## config.mk

```make
export PLATFORM = sky130hd
export DESIGN_NAME = id_ex_stage
export DESIGN_NICKNAME = d
export VERILOG_FILES = /design/src/rtl/cpu_pkg.sv /design/src/rtl/fwd_sel.sv /design/src/rtl/id_ex_stage.sv
export SDC_FILE = /design/constraint.sdc
export NUM_CORES = 1
export LEC_CHECK = 0
export CAP_MARGIN = 10
export CORE_MARGIN = 1.5
export CORE_UTILIZATION = 44
export DETAILED_ROUTE_END_ITERATION = 7
export PLACE_DENSITY = 0.93
export SYNTH_ARGS = -nofsm -noshare
export SYNTH_HDL_FRONTEND = slang
export SYNTH_HIERARCHICAL = 1
export SYNTH_SLANG_ARGS = --single-unit
```

## constraint.sdc

```tcl
create_clock -name clk -period 3.82 [get_ports clk]
set_clock_uncertainty 0.1 [all_clocks]
set_input_delay 0.573 -clock clk [delete_from_list [all_inputs] [get_ports clk]]
set_output_delay 0.573 -clock clk [all_outputs]
set_load 0.1 [all_outputs]
```

## src/rtl/cpu_pkg.sv

```systemverilog
// Shared constants and the ID/EX register layout for the decode-to-execute stage.
package cpu_pkg;

  localparam int unsigned DATA_WIDTH = 16;
  localparam int unsigned REG_IDX_W  = 3;
  localparam int unsigned OPC_W      = 5;
  localparam int unsigned FUNCT_W    = 2;

  localparam logic [OPC_W-1:0]      OPC_NOP      = 5'b00000;
  localparam logic [FUNCT_W-1:0]    BUBBLE_FUNCT = '0;
  localparam logic [REG_IDX_W-1:0]  BUBBLE_IDX   = '0;
  localparam logic [DATA_WIDTH-1:0] BUBBLE_DATA  = '0;

  // rs, rt and use_imm are kept only so held operands can be refreshed during a stall.
  typedef struct packed {
    logic                  valid;
    logic [OPC_W-1:0]      opcode;
    logic [FUNCT_W-1:0]    funct;
    logic [REG_IDX_W-1:0]  rd;
    logic                  reg_write;
    logic [DATA_WIDTH-1:0] ain;
    logic [DATA_WIDTH-1:0] bin;
    logic [REG_IDX_W-1:0]  rs;
    logic [REG_IDX_W-1:0]  rt;
    logic                  use_imm;
  } ex_state_t;

  localparam ex_state_t EX_BUBBLE = '{
    valid:     1'b0,
    opcode:    OPC_NOP,
    funct:     BUBBLE_FUNCT,
    rd:        BUBBLE_IDX,
    reg_write: 1'b0,
    ain:       BUBBLE_DATA,
    bin:       BUBBLE_DATA,
    rs:        BUBBLE_IDX,
    rt:        BUBBLE_IDX,
    use_imm:   1'b0
  };

endpackage

```

## src/rtl/fwd_sel.sv

```systemverilog
// Operand forwarding select: EX/MEM result, then MEM/WB result, then the default data.
module fwd_sel
  import cpu_pkg::*;
(
  input  logic [REG_IDX_W-1:0]  i_idx,
  input  logic [DATA_WIDTH-1:0] i_data,
  input  logic                  i_exm_reg_write,
  input  logic [REG_IDX_W-1:0]  i_exm_rd,
  input  logic [DATA_WIDTH-1:0] i_exm_result,
  input  logic                  i_mwb_reg_write,
  input  logic [REG_IDX_W-1:0]  i_mwb_rd,
  input  logic [DATA_WIDTH-1:0] i_mwb_result,
  output logic [DATA_WIDTH-1:0] o_data
);

  always_comb begin
    o_data = i_data;
    if (i_exm_reg_write && (i_exm_rd == i_idx)) begin
      o_data = i_exm_result;
    end else if (i_mwb_reg_write && (i_mwb_rd == i_idx)) begin
      o_data = i_mwb_result;
    end
  end

endmodule

```

## src/rtl/id_ex_stage.sv

```systemverilog
// ID/EX pipeline register feeding the ALU, with forwarding at capture and refresh while stalled.
module id_ex_stage
  import cpu_pkg::*;
(
  input  logic                  clk,
  input  logic                  rst,
  input  logic                  id_valid,
  input  logic [OPC_W-1:0]      id_opcode,
  input  logic [FUNCT_W-1:0]    id_funct,
  input  logic [REG_IDX_W-1:0]  id_rs,
  input  logic [REG_IDX_W-1:0]  id_rt,
  input  logic [REG_IDX_W-1:0]  id_rd,
  input  logic [DATA_WIDTH-1:0] id_rs_data,
  input  logic [DATA_WIDTH-1:0] id_rt_data,
  input  logic [DATA_WIDTH-1:0] id_imm,
  input  logic                  id_use_imm,
  input  logic                  id_reg_write,
  input  logic                  stall,
  input  logic                  flush,
  input  logic                  exm_reg_write,
  input  logic [REG_IDX_W-1:0]  exm_rd,
  input  logic [DATA_WIDTH-1:0] exm_result,
  input  logic                  mwb_reg_write,
  input  logic [REG_IDX_W-1:0]  mwb_rd,
  input  logic [DATA_WIDTH-1:0] mwb_result,
  output logic                  ex_valid,
  output logic [OPC_W-1:0]      ex_opcode,
  output logic [FUNCT_W-1:0]    ex_funct,
  output logic [DATA_WIDTH-1:0] ex_ain,
  output logic [DATA_WIDTH-1:0] ex_bin,
  output logic [REG_IDX_W-1:0]  ex_rd,
  output logic                  ex_reg_write
);

  ex_state_t r_ex;
  ex_state_t w_next;

  logic [REG_IDX_W-1:0]  w_sel_rs;
  logic [REG_IDX_W-1:0]  w_sel_rt;
  logic [DATA_WIDTH-1:0] w_sel_a;
  logic [DATA_WIDTH-1:0] w_sel_b;
  logic [DATA_WIDTH-1:0] w_fwd_a;
  logic [DATA_WIDTH-1:0] w_fwd_b;

  // One forwarding unit per operand, shared between capture and stall refresh.
  assign w_sel_rs = stall ? r_ex.rs  : id_rs;
  assign w_sel_rt = stall ? r_ex.rt  : id_rt;
  assign w_sel_a  = stall ? r_ex.ain : id_rs_data;
  assign w_sel_b  = stall ? r_ex.bin : id_rt_data;

  fwd_sel u_fwd_a (
    .i_idx           (w_sel_rs),
    .i_data          (w_sel_a),
    .i_exm_reg_write (exm_reg_write),
    .i_exm_rd        (exm_rd),
    .i_exm_result    (exm_result),
    .i_mwb_reg_write (mwb_reg_write),
    .i_mwb_rd        (mwb_rd),
    .i_mwb_result    (mwb_result),
    .o_data          (w_fwd_a)
  );

  fwd_sel u_fwd_b (
    .i_idx           (w_sel_rt),
    .i_data          (w_sel_b),
    .i_exm_reg_write (exm_reg_write),
    .i_exm_rd        (exm_rd),
    .i_exm_result    (exm_result),
    .i_mwb_reg_write (mwb_reg_write),
    .i_mwb_rd        (mwb_rd),
    .i_mwb_result    (mwb_result),
    .o_data          (w_fwd_b)
  );

  always_comb begin
    w_next = r_ex;
    if (flush) begin
      w_next = EX_BUBBLE;
    end else if (stall) begin
      if (r_ex.valid) begin
        w_next.ain = w_fwd_a;
        if (!r_ex.use_imm) begin
          w_next.bin = w_fwd_b;
        end
      end
    end else if (!id_valid) begin
      w_next = EX_BUBBLE;
    end else begin
      w_next.valid     = 1'b1;
      w_next.opcode    = id_opcode;
      w_next.funct     = id_funct;
      w_next.rd        = id_rd;
      w_next.reg_write = id_reg_write;
      w_next.ain       = w_fwd_a;
      w_next.bin       = id_use_imm ? id_imm : w_fwd_b;
      w_next.rs        = id_rs;
      w_next.rt        = id_rt;
      w_next.use_imm   = id_use_imm;
    end
  end

  always_ff @(posedge clk) begin
    if (rst) begin
      r_ex <= EX_BUBBLE;
    end else begin
      r_ex <= w_next;
    end
  end

  assign ex_valid     = r_ex.valid;
  assign ex_opcode    = r_ex.opcode;
  assign ex_funct     = r_ex.funct;
  assign ex_ain       = r_ex.ain;
  assign ex_bin       = r_ex.bin;
  assign ex_rd        = r_ex.rd;
  assign ex_reg_write = r_ex.reg_write;

endmodule

```

==> results.md, run 1 <==
- Status: completed
- Iteration count of the initial detailed-routing pass: 5
- Syn Nets: 544
- Post-CTS Resized: 0
- Core Area: about 8600 sq um
- # rows: 34
- Die height: slightly below 100 um
- Vias in the first global route: between 3000 and 4000
- Worst-Margin Slew: between 1000 and 1500 ps
- CTS Buffer Depth: 2
- Pwr per Cell Area: 275.2 nW/um^2
- Yosys cell types: 23
- Max cap viols: 0
- Clk root buf: clkbuf_8
- Antenna violations before repair: 0
- Cell area after synthesis: slightly below 4000 sq um
- Critical path peak fanout: 16
- Non-filler cells in the finished layout: between 600 and 700
- Post-layout min period: 2943 ps
- Ys async rst share: 0%
- Setup crit start: id_rt[0]
- Worst reg2reg path depth: 8
- Critical Path End Type: flip-flop
- Routed WL per cell: 17.27 um
- Hold depth: 2
- Leak: 2.098 nW
- Pin count of the biggest net entering global routing: 69
- Worst-Skew Late Latency: about 290 ps
- DP Wirelength: 7949 um
- Via density: 5.667
- Critical path class: input port to flip-flop
- Top_reg_cell synth: dfxtp_1
- Clock-pin slew on the worst setup and hold paths: 90 ps
- Number of port buffers: roughly 150
- GRT Util Overall: 22.34%
- Fin nets: 632
- Layout cell share with drive strength beyond 1: 13.98%
- # IOs: roughly 160
- Congestion Overflow GR: 0
- Fin crit share: between 70% and 80%
- Initial core utilization: 45.12%
- First-pass GRT wire length: 17650 um
- Placed cell areas: 5079 sq um
- Placed Cells: 622
- Worst Setup EP: ex_bin[8]
- Final slew viol count: 0
- Post-Route WL: 10880 um
- CTS Sinks: 51
- Antenna Violating Nets Remaining: 0
- Seq cells post-synth: 51
- Reg2Reg Launch Point: r_ex[1]
- Most common cell after layout, fill and taps aside: clkdlybuf4s50_1
- Design Area, Final: 5179 sq um
- Reg-to-reg endpoint: ex_bin[8]
- Initial DRC Count: 209
- Synth warn: 6
- Vias: ~3600
- GPL Wtd Cong: 0.8439
- Post-synthesis sequential area ratio: between 20% and 30%
- Final Hold Fails: 0
- Commonest non-fill, non-tap cells in the layout: 152 x clkdlybuf4s50_1, 62 x nor2_1, 51 x dfxtp_1
- EDFF count, synth: 0
- Die area: between 9000 and 10000 sq um
- RSZ-0062 raised after global routing: no
- Fmax achieved: 339.7 MHz
- Area grow syn2layout: 32.92%
- Setup TNS: 0 ps
- Cts bufs inserted: 5
- Synthesized area per cell: approximately 9 sq um
- Clock H-tree levels: 2
- Inserted Diodes: 0
- Post-CTS setup repair buffer count: 0
- Die X: 97.10 um
- Worst Setup Start Kind: input port
- WP data arrival: 3030 ps
- Cell count after synthesis: 433
- Reg2Reg Setup Slack: 1230 ps
- Highest ir drop seen on vdd: 0.1533 mV
- CTS tree: built
- Post-route DRC: 0
- Hold crit path type: flip-flop to flip-flop
- Setup violators final: 0
- Final core utilization: about 60%
- CTS Hold Buffers Added: 0
- CP required: 3900 ps
- Relative slew slack: 24.34%
## sequential cells by signal, summed over array words and instances (netlist names)
name / flops
ex_opcode: 5
ex_bin: 16
ex_funct: 2
ex_valid: 1
ex_reg_write: 1
ex_rd: 3
r_ex: 7
ex_ain: 16
## synthesized netlist by cell type, types with 5 or more instances
cell,n,area [sq um]
a21oi_2,10,87.58
xnor2_1,12,105.1
buf_2,16,80.08
clkbuf_1,10,37.54
o31ai_1,16,120.1
mux2_1,27,304.0
mux2i_1,32,320.3
mux2_2,43,484.2
buf_4,46,345.3
a21oi_1,41,205.2
nor2_1,62,232.7
buf_6,7,78.83
dfxtp_1,51,1021
a22oi_1,44,330.3
nor2b_1,5,31.28
## kinds of logic after synthesis
group	count (synthesis)	share of synthesized area, %
multiplexers	102	28.45
XOR/XNOR	12	2.697
AO/OA/AOI/OAI	112	19.20
flip-flops	51	26.20
AND/OR/NAND/NOR	76	9.441
buffers and inverters	80	14.00
## critical path, cell delays in order
cell,delay (ps)
clkdlybuf4s50_1,390
mux2_1,330
xnor2_1,280
nand4_4,420
mux2i_1,310
a21oi_1,120
mux2_1,310
a22oi_1,190
a21oi_2,80
## report_power, final
group          total, W  switching [W]  internal, W  leakage, nW
Combinational  0.000525       0.000283     0.000242         1.63
Clock          0.000341       0.000175     0.000166       0.0515
Sequential     0.000559      0.0000119     0.000547        0.414
Total           0.00143       0.000470     0.000955         2.10
## through the flow
| step | total power (W) | setup WS [ps] | hold WS (ps) |
|---|---|---|---|
| floorplan | 0.0009280 | 891.3 | 382.6 |
| global placement | 0.001079 | 673.1 | 390.0 |
| detailed placement | 0.001093 | 572.3 | 406.0 |
| CTS | 0.001434 | 888.5 | 428.9 |
| global route | 0.001493 | 746.7 | 442.2 |
| finish | 0.001425 | 876.5 | 419.5 |
## layout make-up
| cell class | count | area, sq um |
|---|---|---|
| repair buffers | 160 | 1582 |
| well taps | 108 | 135.1 |
| fillers | 748 | 3457 |
| inverters | 1 | 3.754 |
| clock buffers | 8 | 100.1 |
| multi-input cells | 302 | 2337 |
| flip-flops and latches | 51 | 1021 |
## how the worst min path moves through the flow
stage / startpoint / endpoint / slack (ps)
after CTS: ex_opcode[4] / ex_opcode[4] / 430
after detailed placement: ex_opcode[4] / ex_opcode[4] / 410
after floorplan: ex_funct[0] / ex_funct[0] / 380
after global routing: ex_opcode[4] / ex_opcode[4] / 440
after global placement: ex_reg_write / ex_reg_write / 390
final: ex_opcode[4] / ex_opcode[4] / 420
## layer usage
layer | GRT usage [%] | up-vias | wire length [um]
li1 | - | 1696 | -
met1 | 27.36 | 1665 | 4341
met2 | 38.73 | 187 | 5394
met3 | 4.964 | 22 | 911
met4 | 7.358 | 0 | 235
met5 | 0 | - | 0
Power figures use the tool's default switching activity.
==> run 2, diff against run 1 <==
--- a/config.mk
+++ b/config.mk
@@ -7,9 +7,9 @@
 export LEC_CHECK = 0
 export CAP_MARGIN = 10
 export CORE_MARGIN = 1.5
-export CORE_UTILIZATION = 44
+export CORE_UTILIZATION = 40
 export DETAILED_ROUTE_END_ITERATION = 7
-export PLACE_DENSITY = 0.93
+export PLACE_DENSITY = 0.9
 export SYNTH_ARGS = -nofsm -noshare
 export SYNTH_HDL_FRONTEND = slang
 export SYNTH_HIERARCHICAL = 1
==> constraint.sdc (replaced) <==
create_clock -name clk -period 2.7 [get_ports clk]
set_clock_uncertainty 0.1 [all_clocks]
set_input_delay 0.405 -clock clk [delete_from_list [all_inputs] [get_ports clk]]
set_output_delay 0.405 -clock clk [all_outputs]
set_load 0.1 [all_outputs]
==> run 2 against run 1 <==
Sequential cell count unchanged. Critical path type unchanged. Via count up 0.42%. Routed wire length up 8.3%. Sequential power rose by 42%.
==> results.md, run 2 (synthesis results as in run 1) <==
- Status: completed
- Fmax achieved: approximately 410 MHz
- CP Depth: 10 (+1)
- # rows: 35 (+2.9%)
- Critical Path End Type: flip-flop
- Non-filler cells in the finished layout: 656 (+4.1%)
- Clock-pin slew on the worst setup and hold paths: 90 ps (about the same)
- Worst Setup Start Kind: input port
- Inserted Diodes: 0 (unchanged)
- Design Area, Final: 5201 sq um (+0.43%)
- Vias in the first global route: 3658 (+1.4%)
- Clock H-tree levels: 2 (unchanged)
- Vias: 3585 (+0.42%)
- Placed Cells: 648 (+4.2%)
- Routed WL per cell: 17.97 um (+4.0%)
- Fin crit share: 90.80%
- Total power: 0.001990 W (+40%)
- Clk root buf: clkbuf_8
- Met2 usage: 42.82% (+4.1 points)
- Highest ir drop seen on vdd: 0.1928 mV (+26%)
- Cell Chain, Critical Path: clkdlybuf4s50_1 > mux2_2 > xnor2_1 > nand4_4 > buf_12 > mux2i_1 > a21oi_1 > mux2_2 > a22oi_1 > a21oi_2
- Grt met3 use: 6.625% (+1.7 points)
- Multi-input logic area: 2360 sq um (+0.96%)
- Leak: 2.239 nW (+6.7%)
- Commonest non-fill, non-tap cells in the layout: 109 x clkdlybuf4s50_1, 62 x nor2_1, 51 x dfxtp_1, 51 x buf_4
- Reg2Reg Setup Slack: 430 ps (-800 ps)
- Critical hold path startpoint: ex_funct[0]
- Pwr per Cell Area: 382.6 nW/um^2 (+39%)
- GRT Util Overall: 22.36% (about the same)
- Final worst setup slack: 248.3 ps (-628.2 ps)
- # IOs: 155 (unchanged)
- Pin count of the biggest net entering global routing: 49 (-29%)
- Die X: 101.7 um (+4.7%)
- Reg2Reg Launch Point: r_ex[3]
- Met1 usage: 23.75% (-3.6 points)
- Layout fillers: 838 (+12%)
- Placed cell areas: 5120 sq um (+0.81%)
- Register area: 1021 sq um (unchanged)
- Worst-Margin Slew: 559.0 ps (-575.8 ps)
- Post-route DRC: 0 (unchanged)
- Max cap viols: 0 (unchanged)
- Worst reg2reg path depth: 9 (+1)
- Number of port buffers: 154 (unchanged)
- Dpl ws: -71.65 ps (-644.0 ps)
- Antenna violations before repair: 0 (unchanged)
- RSZ-0062 raised after global routing: no
- Worst-Skew Late Latency: 300 ps (about the same)
- Final core utilization: 55.76% (-4.2 points)
- Fin nets: 637 (+0.79%)
- Core Area: 9328 sq um (+8.0%)
- First-pass GRT wire length: 18060 um (+2.3%)
- GPL Wtd Cong: 0.9601 (+14%)
- WP data arrival: 2540 ps (-490 ps)
- CP max-delay cell: clkdlybuf4s50_1
- Post-Route WL: 11790 um (+8.3%)
- Die height: 101.7 um (+4.7%)
- CTS Hold Buffers Added: 0 (unchanged)
- Post-CTS Resized: 0 (unchanged)
- Crit-path max cell delay: 400 ps (-20 ps)
- Most common cell after layout, fill and taps aside: clkdlybuf4s50_1
- Iteration count of the initial detailed-routing pass: 4 (-1)
- Antenna Violating Nets Remaining: 0 (unchanged)
- Buf/Inv on CP: 2 (+1)
- Cts bufs inserted: 5 (unchanged)
- CTS Buffer Depth: 2 (unchanged)
- Critical path peak fanout: 16 (unchanged)
- Hold depth: 2 (unchanged)
- Final slew viol count: 0 (unchanged)
- Initial core utilization: 41.77% (-3.3 points)
- Hold EP: ex_funct[0]
- DP Wirelength: 9057 um (+14%)
- Congestion Overflow GR: 0 (unchanged)
- Final Hold Fails: 0 (unchanged)
- Area grow syn2layout: 33.49%
- Layout cell share with drive strength beyond 1: 23.53% (+9.5 points)
- Via density: 5.465 (-3.6%)
- Post-CTS setup repair buffer count: 0 (unchanged)
- Most Crowded Layer GR: met2
- Relative slew slack: 62.73% (+38 points)
- CP top delay family: multiplexers
- CTS Sinks: 51 (unchanged)
- Initial DRC Count: 142 (-32%)
- CTS tree: built
- Critical path class: input port to flip-flop
- Setup violators final: 0 (unchanged)
- Post-layout min period: 2452 ps
- Die area: 10340 sq um (+9.7%)
- CP required: 2780 ps (-1120 ps)
- Hold crit path type: flip-flop to flip-flop
- Reg-to-reg endpoint: ex_bin[11]
- Most used cell, CP: mux2_2
[run 2: routing by layer]
metal  vias to the layer above  part of all wire, %
met2                       154                   52
met3                        14                  8.7
met4                         0                  1.6
met5                         -                    0
met1                      1704                   37
li1                       1713                    -
[run 2: layout make-up]
type                       count  share of cell area, %
clock buffer                   7                  1.467
clock inverter                 1                0.09622
inverter                       1                0.07217
multi-input combinational    302                  45.37
sequential                    51                  19.63
tap                          129                  3.103
timing repair buffer         165                  30.26
[run 2: stage by stage]
stage          hold WS [ps]  setup TNS (ps)
6_report              428.7               0
5_1_grt               453.1               0
4_1_cts               434.8               0
3_5_place_dp          411.8          -353.6
3_3_place_gp          395.7               0
2_1_floorplan         382.6               0
[run 2: worst max path at each step]
stage          startpoint         end  slack, ps
2_1_floorplan       stall   ex_bin[7]          2
3_3_place_gp     id_rt[2]   ex_bin[8]         30
3_5_place_dp     id_rt[2]  ex_bin[11]        -70
4_1_cts          id_rt[2]  ex_bin[11]        250
5_1_grt          id_rs[1]   ex_ain[2]        170
6_report         id_rt[2]  ex_bin[11]        250
[run 2: power breakdown]
part | internal, W | leakage (nW) | switching (W)
sequential | 0.000775 | 0.414 | 0.0000182
combinational | 0.000352 | 1.78 | 0.000409
clock | 0.000183 | 0.0422 | 0.000253
total | 0.00131 | 2.24 | 0.000680
[run 2: worst register-to-register path, delay by kind of cell (launching register included)]
kind | cells | cell delay (ps)
DFF | 1 | 330
xor gates and xnor gates | 1 | 260
AOI/OAI and AO/OA | 3 | 420
buffers and inverters | 1 | 180
and+or+nand+nor | 1 | 130
muxes | 3 | 740
